`src/rtl/qupls_alu_steer.sv`:
```
// In-order steering queue feeding the two integer ALUs.
// ALU #0-only work (mul/div/CSR/BSR/JSR/PRED) never reaches ALU #1; up to two dispatches per cycle.
module qupls_alu_steer #(
    parameter int  DEPTH         = 4,
    parameter int  TAGW          = 5,
    parameter type instruction_t = logic [31:0]
) (
    input  logic                     clk,
    input  logic                     rst_n,
    input  logic                     flush,
    input  logic                     in_v,
    output logic                     in_rdy,
    input  instruction_t             in_instr,
    input  logic                     in_alu0,
    input  logic [TAGW-1:0]          in_tag,
    output logic                     alu0_v,
    input  logic                     alu0_rdy,
    output instruction_t             alu0_instr,
    output logic [TAGW-1:0]          alu0_tag,
    output logic                     alu1_v,
    input  logic                     alu1_rdy,
    output instruction_t             alu1_instr,
    output logic [TAGW-1:0]          alu1_tag,
    output logic [$clog2(DEPTH):0]   count
);

    localparam int AW = $clog2(DEPTH);
    localparam int CW = AW + 1;

    logic [AW-1:0]   head_q, head_d, tail_q, tail_d, sec_ptr_s;
    logic [CW-1:0]   count_q, count_d;
    instruction_t    instr_mem_q [DEPTH];
    logic [TAGW-1:0] tag_mem_q   [DEPTH];
    logic [DEPTH-1:0] alu0_mem_q;

    logic       push_s, has_h_s, has_s_s, h_alu0_s, s_alu0_s;
    logic       h_to0_s, h_to1_s, s_to0_s, s_to1_s;
    logic [1:0] pops_s;

    // in_rdy looks only at the registered occupancy, so a same-cycle pop never opens a slot
    assign in_rdy = (count_q < CW'(DEPTH));
    assign count  = count_q;
    assign push_s = in_v & in_rdy;

    // Steering decision for the head and second entries
    always_comb begin
        sec_ptr_s = head_q + AW'(1);
        has_h_s   = (count_q != {CW{1'b0}});
        has_s_s   = (count_q > CW'(1));
        h_alu0_s  = alu0_mem_q[head_q];
        s_alu0_s  = alu0_mem_q[sec_ptr_s];
        h_to1_s   = has_h_s & ~h_alu0_s & alu1_rdy;
        h_to0_s   = has_h_s & alu0_rdy & (h_alu0_s | ~alu1_rdy);
        s_to1_s   = has_s_s & h_to0_s & ~s_alu0_s & alu1_rdy;
        s_to0_s   = has_s_s & h_to1_s & alu0_rdy;
    end

    // ALU #0 port mux; data is zero whenever the valid is low
    always_comb begin
        alu0_v = h_to0_s | s_to0_s;
        if (h_to0_s) begin
            alu0_instr = instr_mem_q[head_q];
            alu0_tag   = tag_mem_q[head_q];
        end else if (s_to0_s) begin
            alu0_instr = instr_mem_q[sec_ptr_s];
            alu0_tag   = tag_mem_q[sec_ptr_s];
        end else begin
            alu0_instr = '0;
            alu0_tag   = {TAGW{1'b0}};
        end
    end

    // ALU #1 port mux; data is zero whenever the valid is low
    always_comb begin
        alu1_v = h_to1_s | s_to1_s;
        if (h_to1_s) begin
            alu1_instr = instr_mem_q[head_q];
            alu1_tag   = tag_mem_q[head_q];
        end else if (s_to1_s) begin
            alu1_instr = instr_mem_q[sec_ptr_s];
            alu1_tag   = tag_mem_q[sec_ptr_s];
        end else begin
            alu1_instr = '0;
            alu1_tag   = {TAGW{1'b0}};
        end
    end

    // Pointer and occupancy next state; flush discards any same-cycle push or dispatch
    always_comb begin
        pops_s = {1'b0, alu0_v} + {1'b0, alu1_v};
        if (flush) begin
            head_d  = {AW{1'b0}};
            tail_d  = {AW{1'b0}};
            count_d = {CW{1'b0}};
        end else begin
            head_d  = head_q + AW'(pops_s);
            tail_d  = tail_q + AW'(push_s);
            count_d = count_q + CW'(push_s) - CW'(pops_s);
        end
    end

    // Control state register
    always_ff @(posedge clk or negedge rst_n) begin
        if (!rst_n) begin
            head_q  <= {AW{1'b0}};
            tail_q  <= {AW{1'b0}};
            count_q <= {CW{1'b0}};
        end else begin
            head_q  <= head_d;
            tail_q  <= tail_d;
            count_q <= count_d;
        end
    end

    // Entry storage; contents are don't-care after reset so no reset is applied
    always_ff @(posedge clk) begin
        if (push_s && !flush) begin
            instr_mem_q[tail_q] <= in_instr;
            tag_mem_q[tail_q]   <= in_tag;
            alu0_mem_q[tail_q]  <= in_alu0;
        end else begin
            alu0_mem_q <= alu0_mem_q;
        end
    end

endmodule

```
`config.mk`:
```
export PLATFORM = sky130hd
export DESIGN_NAME = qupls_alu_steer
export DESIGN_NICKNAME = d
export VERILOG_FILES = /design/src/rtl/qupls_alu_steer.sv
export SDC_FILE = /design/constraint.sdc
export NUM_CORES = 1
export LEC_CHECK = 0
export BUFFER_PORTS_ARGS = -buffer_cell sky130_fd_sc_hd__buf_4
export CAP_MARGIN = 20
export CORE_MARGIN = 10
export CORE_UTILIZATION = 25
export CTS_CLUSTER_SIZE = 16
export DETAILED_ROUTE_END_ITERATION = 16
export SLEW_MARGIN = 10
export SYNTH_ARGS = -nofsm -noshare
export SYNTH_HDL_FRONTEND = slang
export SYNTH_SLANG_ARGS = --single-unit
```
`constraint.sdc`:
```
create_clock -name clk -period 5.8 [get_ports clk]
set_input_delay 0.29 -clock clk [delete_from_list [all_inputs] [get_ports clk]]
set_output_delay 0.29 -clock clk [all_outputs]
set_load 0.05 [all_outputs]
```
==> flow_metrics.env, run 1 <==
export IMPL_synth_edff_count=152
export IMPL_drc=0
export IMPL_fin_crit_ns=4.18
export IMPL_synth_top_area_cell="edfxtp_1"
export IMPL_synth_area_per_cell_um2=19.5
export IMPL_synthCells=390
export IMPL_grt_pass1_vias=4947
export IMPL_hp_class="input pin to flip-flop"
export IMPL_ant_nets=0
export IMPL_vias=4589
export IMPL_multi_input_area_um2=2700
export IMPL_start_kind="flip-flop"
export IMPL_vias_per_cell=5.04
export IMPL_cts_sinks=159
export IMPL_clk_path_buf_depth=2
export IMPL_run_status="finished clean"
export IMPL_critPathCaptureType="flip-flop"
export IMPL_vdd_drop_max_mv=0.190
export IMPL_tightestPinTransition_ns=0.915
export IMPL_ys_flop_type="edfxtp_1"
export IMPL_fin_util_pct=31.9
export IMPL_grt_max_degree=52
export IMPL_synth_top_area_share_pct=60.0
export IMPL_yosysSeqAreaShare_pct=62.3
export IMPL_antenna_found_initial=1
export IMPL_seq_area_um2=4750
export IMPL_slew_violations=0
export IMPL_maxSlewHeadroom_pct=39.0
export IMPL_ys_types=29
export IMPL_drive_gt1_share_pct=48.1
export IMPL_fp_dieH_um=194
export IMPL_numCtsBuffers=17
export IMPL_cts_tree="built"
export IMPL_wl_per_cell_um=22.3
export IMPL_ctsHtreeMaxLevel=4
export IMPL_setup_viol=0
export IMPL_crit_type="flip-flop to flip-flop"
export IMPL_portBuffers=123
export IMPL_fmax_ghz=0.239
export IMPL_cts_root_buf="clkbuf_16"
export IMPL_hp_start="in_instr[2]"
export IMPL_die_w_um=194
export IMPL_worstReg2RegEnd="count[2]"
export IMPL_dpl_hpwl_um=13200
export IMPL_grt_pass1_wl_um=30300
export IMPL_period_share_pct=72.1
export IMPL_r2r_start="head_q[0]"
export IMPL_hold_path_cell_count=1
export IMPL_tns_ns=0
export IMPL_dieArea_um2=37800
export IMPL_cap_viol_max_count=0
export IMPL_nNetsFinal=558
export IMPL_area_delta_synth_final_pct=25.3
export IMPL_rows=63
export IMPL_start_util_pct=25.5
export IMPL_hold_end="instr_mem_q[3][2]"
export IMPL_clk_latency_ns=0.42
export IMPL_drt_pass1_iterations=5
export IMPL_synthTopCellsByArea="edfxtp_1 60%, mux4_2 22%, a22o_1 8.5%"
export IMPL_path_clk_slew_ns=0.06
export IMPL_r2r_setup_slack_ns=1.62
export IMPL_drt_iter0_drc=253
export IMPL_post_cts_buffers=0
export IMPL_critPathRequiredTime_ns=6.11
export IMPL_p_leak_uw=0.00323
export IMPL_reg2regPathDepth=13
export IMPL_rsz0062_at_grt="false"
export IMPL_worst_clock_skew_ns=0.00822
export IMPL_syn_nets=441
export IMPL_grt_overflow=0
export IMPL_pin_count=124
export IMPL_syn_area_um2=7610
export IMPL_gp_congestion=0.748
export IMPL_fill_cells=2865
export IMPL_critPathArrivalTime_ns=4.50
export IMPL_ys_warn_count=0
export IMPL_final_hold_viol_count=0
export IMPL_ys_ff_latch=159
export IMPL_crit_fanout=38
export IMPL_netlist_top_cells_count="152 x edfxtp_1, 75 x mux4_2, 74 x a22o_1"
export IMPL_synth_most_common_cell="edfxtp_1"
export IMPL_power_density_nw_per_um2=473
export IMPL_routed_wl_um=20300
export IMPL_gr_usage_all_layers_pct=10.5
export IMPL_async_reset_ff_share_pct=4.40
export IMPL_coreArea_um2=29900
## worst max-delay path, cell delays in order (launching register included)
cell and delay (ns):
dfrtp_4 0.79, mux2i_1 0.20, a22oi_1 0.41, and3b_2 0.86, or2_2 0.25, ha_1 0.25, ha_1 0.29, inv_1 0.07
ha_1 0.14, inv_1 0.06, fa_1 0.38, xnor2_1 0.19, xnor2_1 0.14, nor2_1 0.05
## worst max path at each step
stage	startpoint	endpoint	slack, ns
after global routing	head_q[0]	count[2]	1.28
after floorplan	count[2]	alu0_mem_q[1]	0.38
after CTS	head_q[0]	count[2]	1.49
after detailed placement	head_q[0]	count[2]	1.52
final	head_q[0]	count[2]	1.62
after global placement	head_q[0]	count[2]	1.72
## repair_timing
| item | CTS | global route |
|---|---|---|
| endpoints found under the hold margin | 7 | 0 |
| resized for setup | 0 | 0 |
| hold buffers | 1 | 0 |
## cell usage in the layout, fill, tap and decap left out, types with 2 or more instances in the layout
| cell | Yosys | final |
|---|---|---|
| inv_1 | 6 | 6 |
| ha_1 | 6 | 6 |
| clkinvlp_4 | 0 | 6 |
| dfrtp_1 | 7 | 5 |
| clkinv_4 | 0 | 2 |
| xnor2_1 | 4 | 4 |
| edfxtp_1 | 152 | 152 |
| nand2b_1 | 2 | 2 |
| inv_6 | 0 | 4 |
| nor2_1 | 7 | 5 |
| buf_4 | 6 | 131 |
| a22o_1 | 74 | 74 |
| mux2i_1 | 2 | 2 |
| or2_2 | 2 | 2 |
| nor2_4 | 0 | 2 |
| clkbuf_16 | 0 | 17 |
| mux4_2 | 75 | 75 |
| nor2b_1 | 4 | 4 |
| dfrtp_4 | 0 | 2 |
| nand2_1 | 2 | 2 |
## cell families after synthesis
group                    synth area share, %
XOR/XNOR                               0.575
adder cells (fa/ha/maj)                 1.25
flip-flops                              62.3
multiplexers                            22.5
buffers and inverters                   2.88
AND/OR/NAND/NOR                         1.81
AO/OA/AOI/OAI                           8.78
## per-stage QoR
stage                     hold WS, ns  instances  worst slack, ns  power (uW)  cell area [um2]
after floorplan              -0.00559        390            0.379        2960             7610
after global placement          0.107        876             1.72        3460             8940
after detailed placement        0.110        877             1.52        3510             8960
after CTS                      0.0370        910             1.49        4570             9530
after global routing           0.0449        911             1.28        4720             9540
final                          0.0651        911             1.62        4510             9540
## report_power, final
group | leakage, uW | internal [uW] | switching [uW]
clock | 0.000256 | 595 | 458
combinational | 0.00151 | 782 | 1230
sequential | 0.00147 | 1340 | 103
## cell type report
cell class              count  share of cell area [%]
multi-input cells         190                    28.3
clock buffers              18                    4.50
well taps                 390                    5.12
flip-flops and latches    159                    49.8
clock inverters            14                    1.39
diodes                      1                  0.0262
repair buffers            133                    10.6
inverters                   6                   0.236
## sequential cells by signal, indices dropped and copies added, names as in the netlist
name / count
instr_mem_q: 128
tag_mem_q: 20
alu0_mem_q: 4
count: 3
head_q: 2
tail_q: 2
## layer usage
layer  GRT usage, %  vias to the layer above  wire length [um]  share of wire (%)
li1               -                     1943                 -                  -
met1           12.2                     2413              7890                 39
met2           17.7                      215             10400                 51
met3           3.48                       18              1670                8.2
met4           3.32                        0               303                1.5
met5              0                        -                 0                  0
Power figures use the tool's default switching activity.
==> run 2: changes to the inputs <==
==> constraint.sdc (replaced) <==
create_clock -name clk -period 4.2 [get_ports clk]
set_input_delay 0.21 -clock clk [delete_from_list [all_inputs] [get_ports clk]]
set_output_delay 0.21 -clock clk [all_outputs]
set_load 0.05 [all_outputs]
==> run 2 against run 1 <==
  * Via count grew 3.3%
  * Non-clock buffer count increased by 43
  * Die area stayed put
  * Worst hold slack lost 0.0012 ns
  * First-iteration DRC count increased by 2.0%
  * Largest power group unchanged
  * Highest routed layer unchanged
==> flow_metrics.env, run 2 (synthesized netlist as in run 1, its figures left out) <==
export IMPL_grt_pass1_vias=5259
export IMPL_period_share_pct=78.0
export IMPL_drt_pass1_iterations=4
export IMPL_antenna_found_initial=1
export IMPL_ctsHtreeMaxLevel=4
export IMPL_dieArea_um2=37800
export IMPL_clk_latency_ns=0.42
export IMPL_tns_ns=0
export IMPL_crit_fanout=5
export IMPL_critPathSlowestCell="dfrtp_4"
export IMPL_cap_viol_max_count=0
export IMPL_maxSlewHeadroom_pct=39.6
export IMPL_swShare_pct=40.0
export IMPL_slew_violations=0
export IMPL_final_common_cell="edfxtp_1"
export IMPL_drive_gt1_share_pct=45.5
export IMPL_drc=0
export IMPL_nNetsFinal=601
export IMPL_wl_per_cell_um=21.9
export IMPL_drt_iter0_drc=258
export IMPL_start_util_pct=25.5
export IMPL_comb_power_share_pct=45.9
export IMPL_path_clk_slew_ns=0.07
export IMPL_routed_wl_um=20900
export IMPL_top_layer="met4"
export IMPL_portBuffers=123
export IMPL_power_density_nw_per_um2=637
export IMPL_hp_class="input pin to flip-flop"
export IMPL_coreArea_um2=29900
export IMPL_path_cells="mux2i_1, a22oi_1, and3b_2, or2_2, ha_1, ha_1, inv_1, ha_1, inv_1, fa_1, xnor2_1, xnor2_1, nor2_1"
export IMPL_gr_usage_all_layers_pct=10.8
export IMPL_die_w_um=194
export IMPL_start_kind="flip-flop"
export IMPL_cts_root_buf="clkbuf_16"
export IMPL_reg_top3="instr_mem_q: 128 flops, tag_mem_q: 20 flops, alu0_mem_q: 4 flops"
export IMPL_top_register="instr_mem_q"
export IMPL_dpl_hpwl_um=12800
export IMPL_largest_reg_flops=128
export IMPL_cts_sinks=159
export IMPL_pwr_share_clk_pct=24.1
export IMPL_worst_clock_skew_ns=0.00901
export IMPL_run_status="finished clean"
export IMPL_critPathCaptureType="flip-flop"
export IMPL_numCtsBuffers=17
export IMPL_p_int_uw=3810
export IMPL_fin_crit_ns=3.28
export IMPL_wl_met3_um=1440
export IMPL_cpPeakStageDelay_ns=0.51
export IMPL_final_hold_viol_count=0
export IMPL_cts_tree="built"
export IMPL_grt_overflow=0
export IMPL_ant_nets=0
export IMPL_fill_cells=2832
export IMPL_rows=63
export IMPL_setup_viol=0
export IMPL_vias_per_cell=4.97
export IMPL_pin_count=124
export IMPL_clk_path_buf_depth=2
export IMPL_p_seq_share_pct=30.1
export IMPL_final_cell_mix="152 x edfxtp_1, 137 x buf_4, 75 x mux4_2, 74 x a22o_1, 39 x dlygate4sd3_1"
export IMPL_fp_dieH_um=194
export IMPL_rsz0062_at_grt="false"
export IMPL_vias=4740
export IMPL_grt_pass1_wl_um=31500
export IMPL_post_cts_buffers=0
export IMPL_critPathRequiredTime_ns=4.51
export IMPL_tightestPinTransition_ns=0.906
export IMPL_vdd_drop_max_mv=0.330
export IMPL_fin_hold_ws_ns=0.0639
export IMPL_area_delta_synth_final_pct=31.0
export IMPL_crit_type="flip-flop to flip-flop"
export IMPL_fmax_ghz=0.305
export IMPL_wl_met1_um=8220
export IMPL_cpMostUsedCell="ha_1"
export IMPL_grt_max_degree=47
export IMPL_gp_congestion=0.666
export IMPL_p_leak_uw=0.00344
export IMPL_routed_wl_met2_um=10900
export IMPL_switchingPower_uw=2540
export IMPL_critPathArrivalTime_ns=3.58
## run 2: path summary, 6_finish.rpt
path	startpoint	to	slack [ns]	cells past startpoint
setup / recovery	head_q[0]	count[2]	0.92	13
hold / removal	flush	tail_q[1]	0.06	2
setup reg to reg	head_q[0]	count[2]	0.92	13
hold reg to reg	head_q[1]	head_q[1]	0.65	2
max in group asynchronous	rst_n	head_q[1]	3.90	2
min in group asynchronous	rst_n	count[0]	0.15	2
## run 2: what timing repair did
action,4_1_cts,5_1_grt
hold buffers,39,0
endpoints found under the hold margin,159,0
gates resized for setup,0,0
## run 2: power groups by stage
| stage | Clock, uW | Sequential [uW] | Combinational, uW |
|---|---|---|---|
| after floorplan | 0 | 1950 | 2140 |
| after global placement | 0 | 1930 | 2860 |
| after detailed placement | 0 | 1940 | 2910 |
| after CTS | 1590 | 1910 | 2960 |
| after global routing | 1660 | 1920 | 3080 |
| final | 1530 | 1910 | 2910 |
## run 2: per-stage QoR
| stage | power (uW) | instance area (um2) | std cells | setup slack [ns] | util (%) |
|---|---|---|---|---|---|
| 6_report | 6360 | 9970 | 954 | 0.925 | 33.4 |
| 5_1_grt | 6660 | 9970 | 953 | 0.726 | 33.4 |
| 4_1_cts | 6460 | 9970 | 953 | 0.921 | 33.4 |
| 3_5_place_dp | 4860 | 9000 | 882 | 0.935 | 30.1 |
| 3_3_place_gp | 4790 | 9000 | 882 | 1.09 | 30.1 |
| 2_1_floorplan | 4090 | 7620 | 390 | 0.654 | - |
## run 2: routing by layer
| layer | GRT usage, % | vias to the layer above |
|---|---|---|
| met5 | 0 | - |
| met4 | 3.63 | 0 |
| met3 | 3.39 | 18 |
| met2 | 18.9 | 173 |
| met1 | 12.1 | 2525 |
| li1 | - | 2024 |
## run 2: critical path, delay by kind of cell (launching register included)
family	cells	cell delay [ns]
muxes	1	0.22
adders and majority gates	4	1.16
DFF	1	0.51
buffers and inverters	2	0.11
and+or+nand+nor	3	0.62
xor gates and xnor gates	2	0.34
AOI/OAI and AO/OA	1	0.20
## run 2: area by class of cell
type	instances	area, um2	share of cell area [%]
antenna	1	2.50	0.0251
clock buffer	17	425	4.26
clock inverter	15	151	1.52
inverter	6	22.5	0.226
multi-input combinational	190	2720	27.3
sequential	159	4750	47.6
tap	390	488	4.89
timing repair buffer	176	1420	14.2
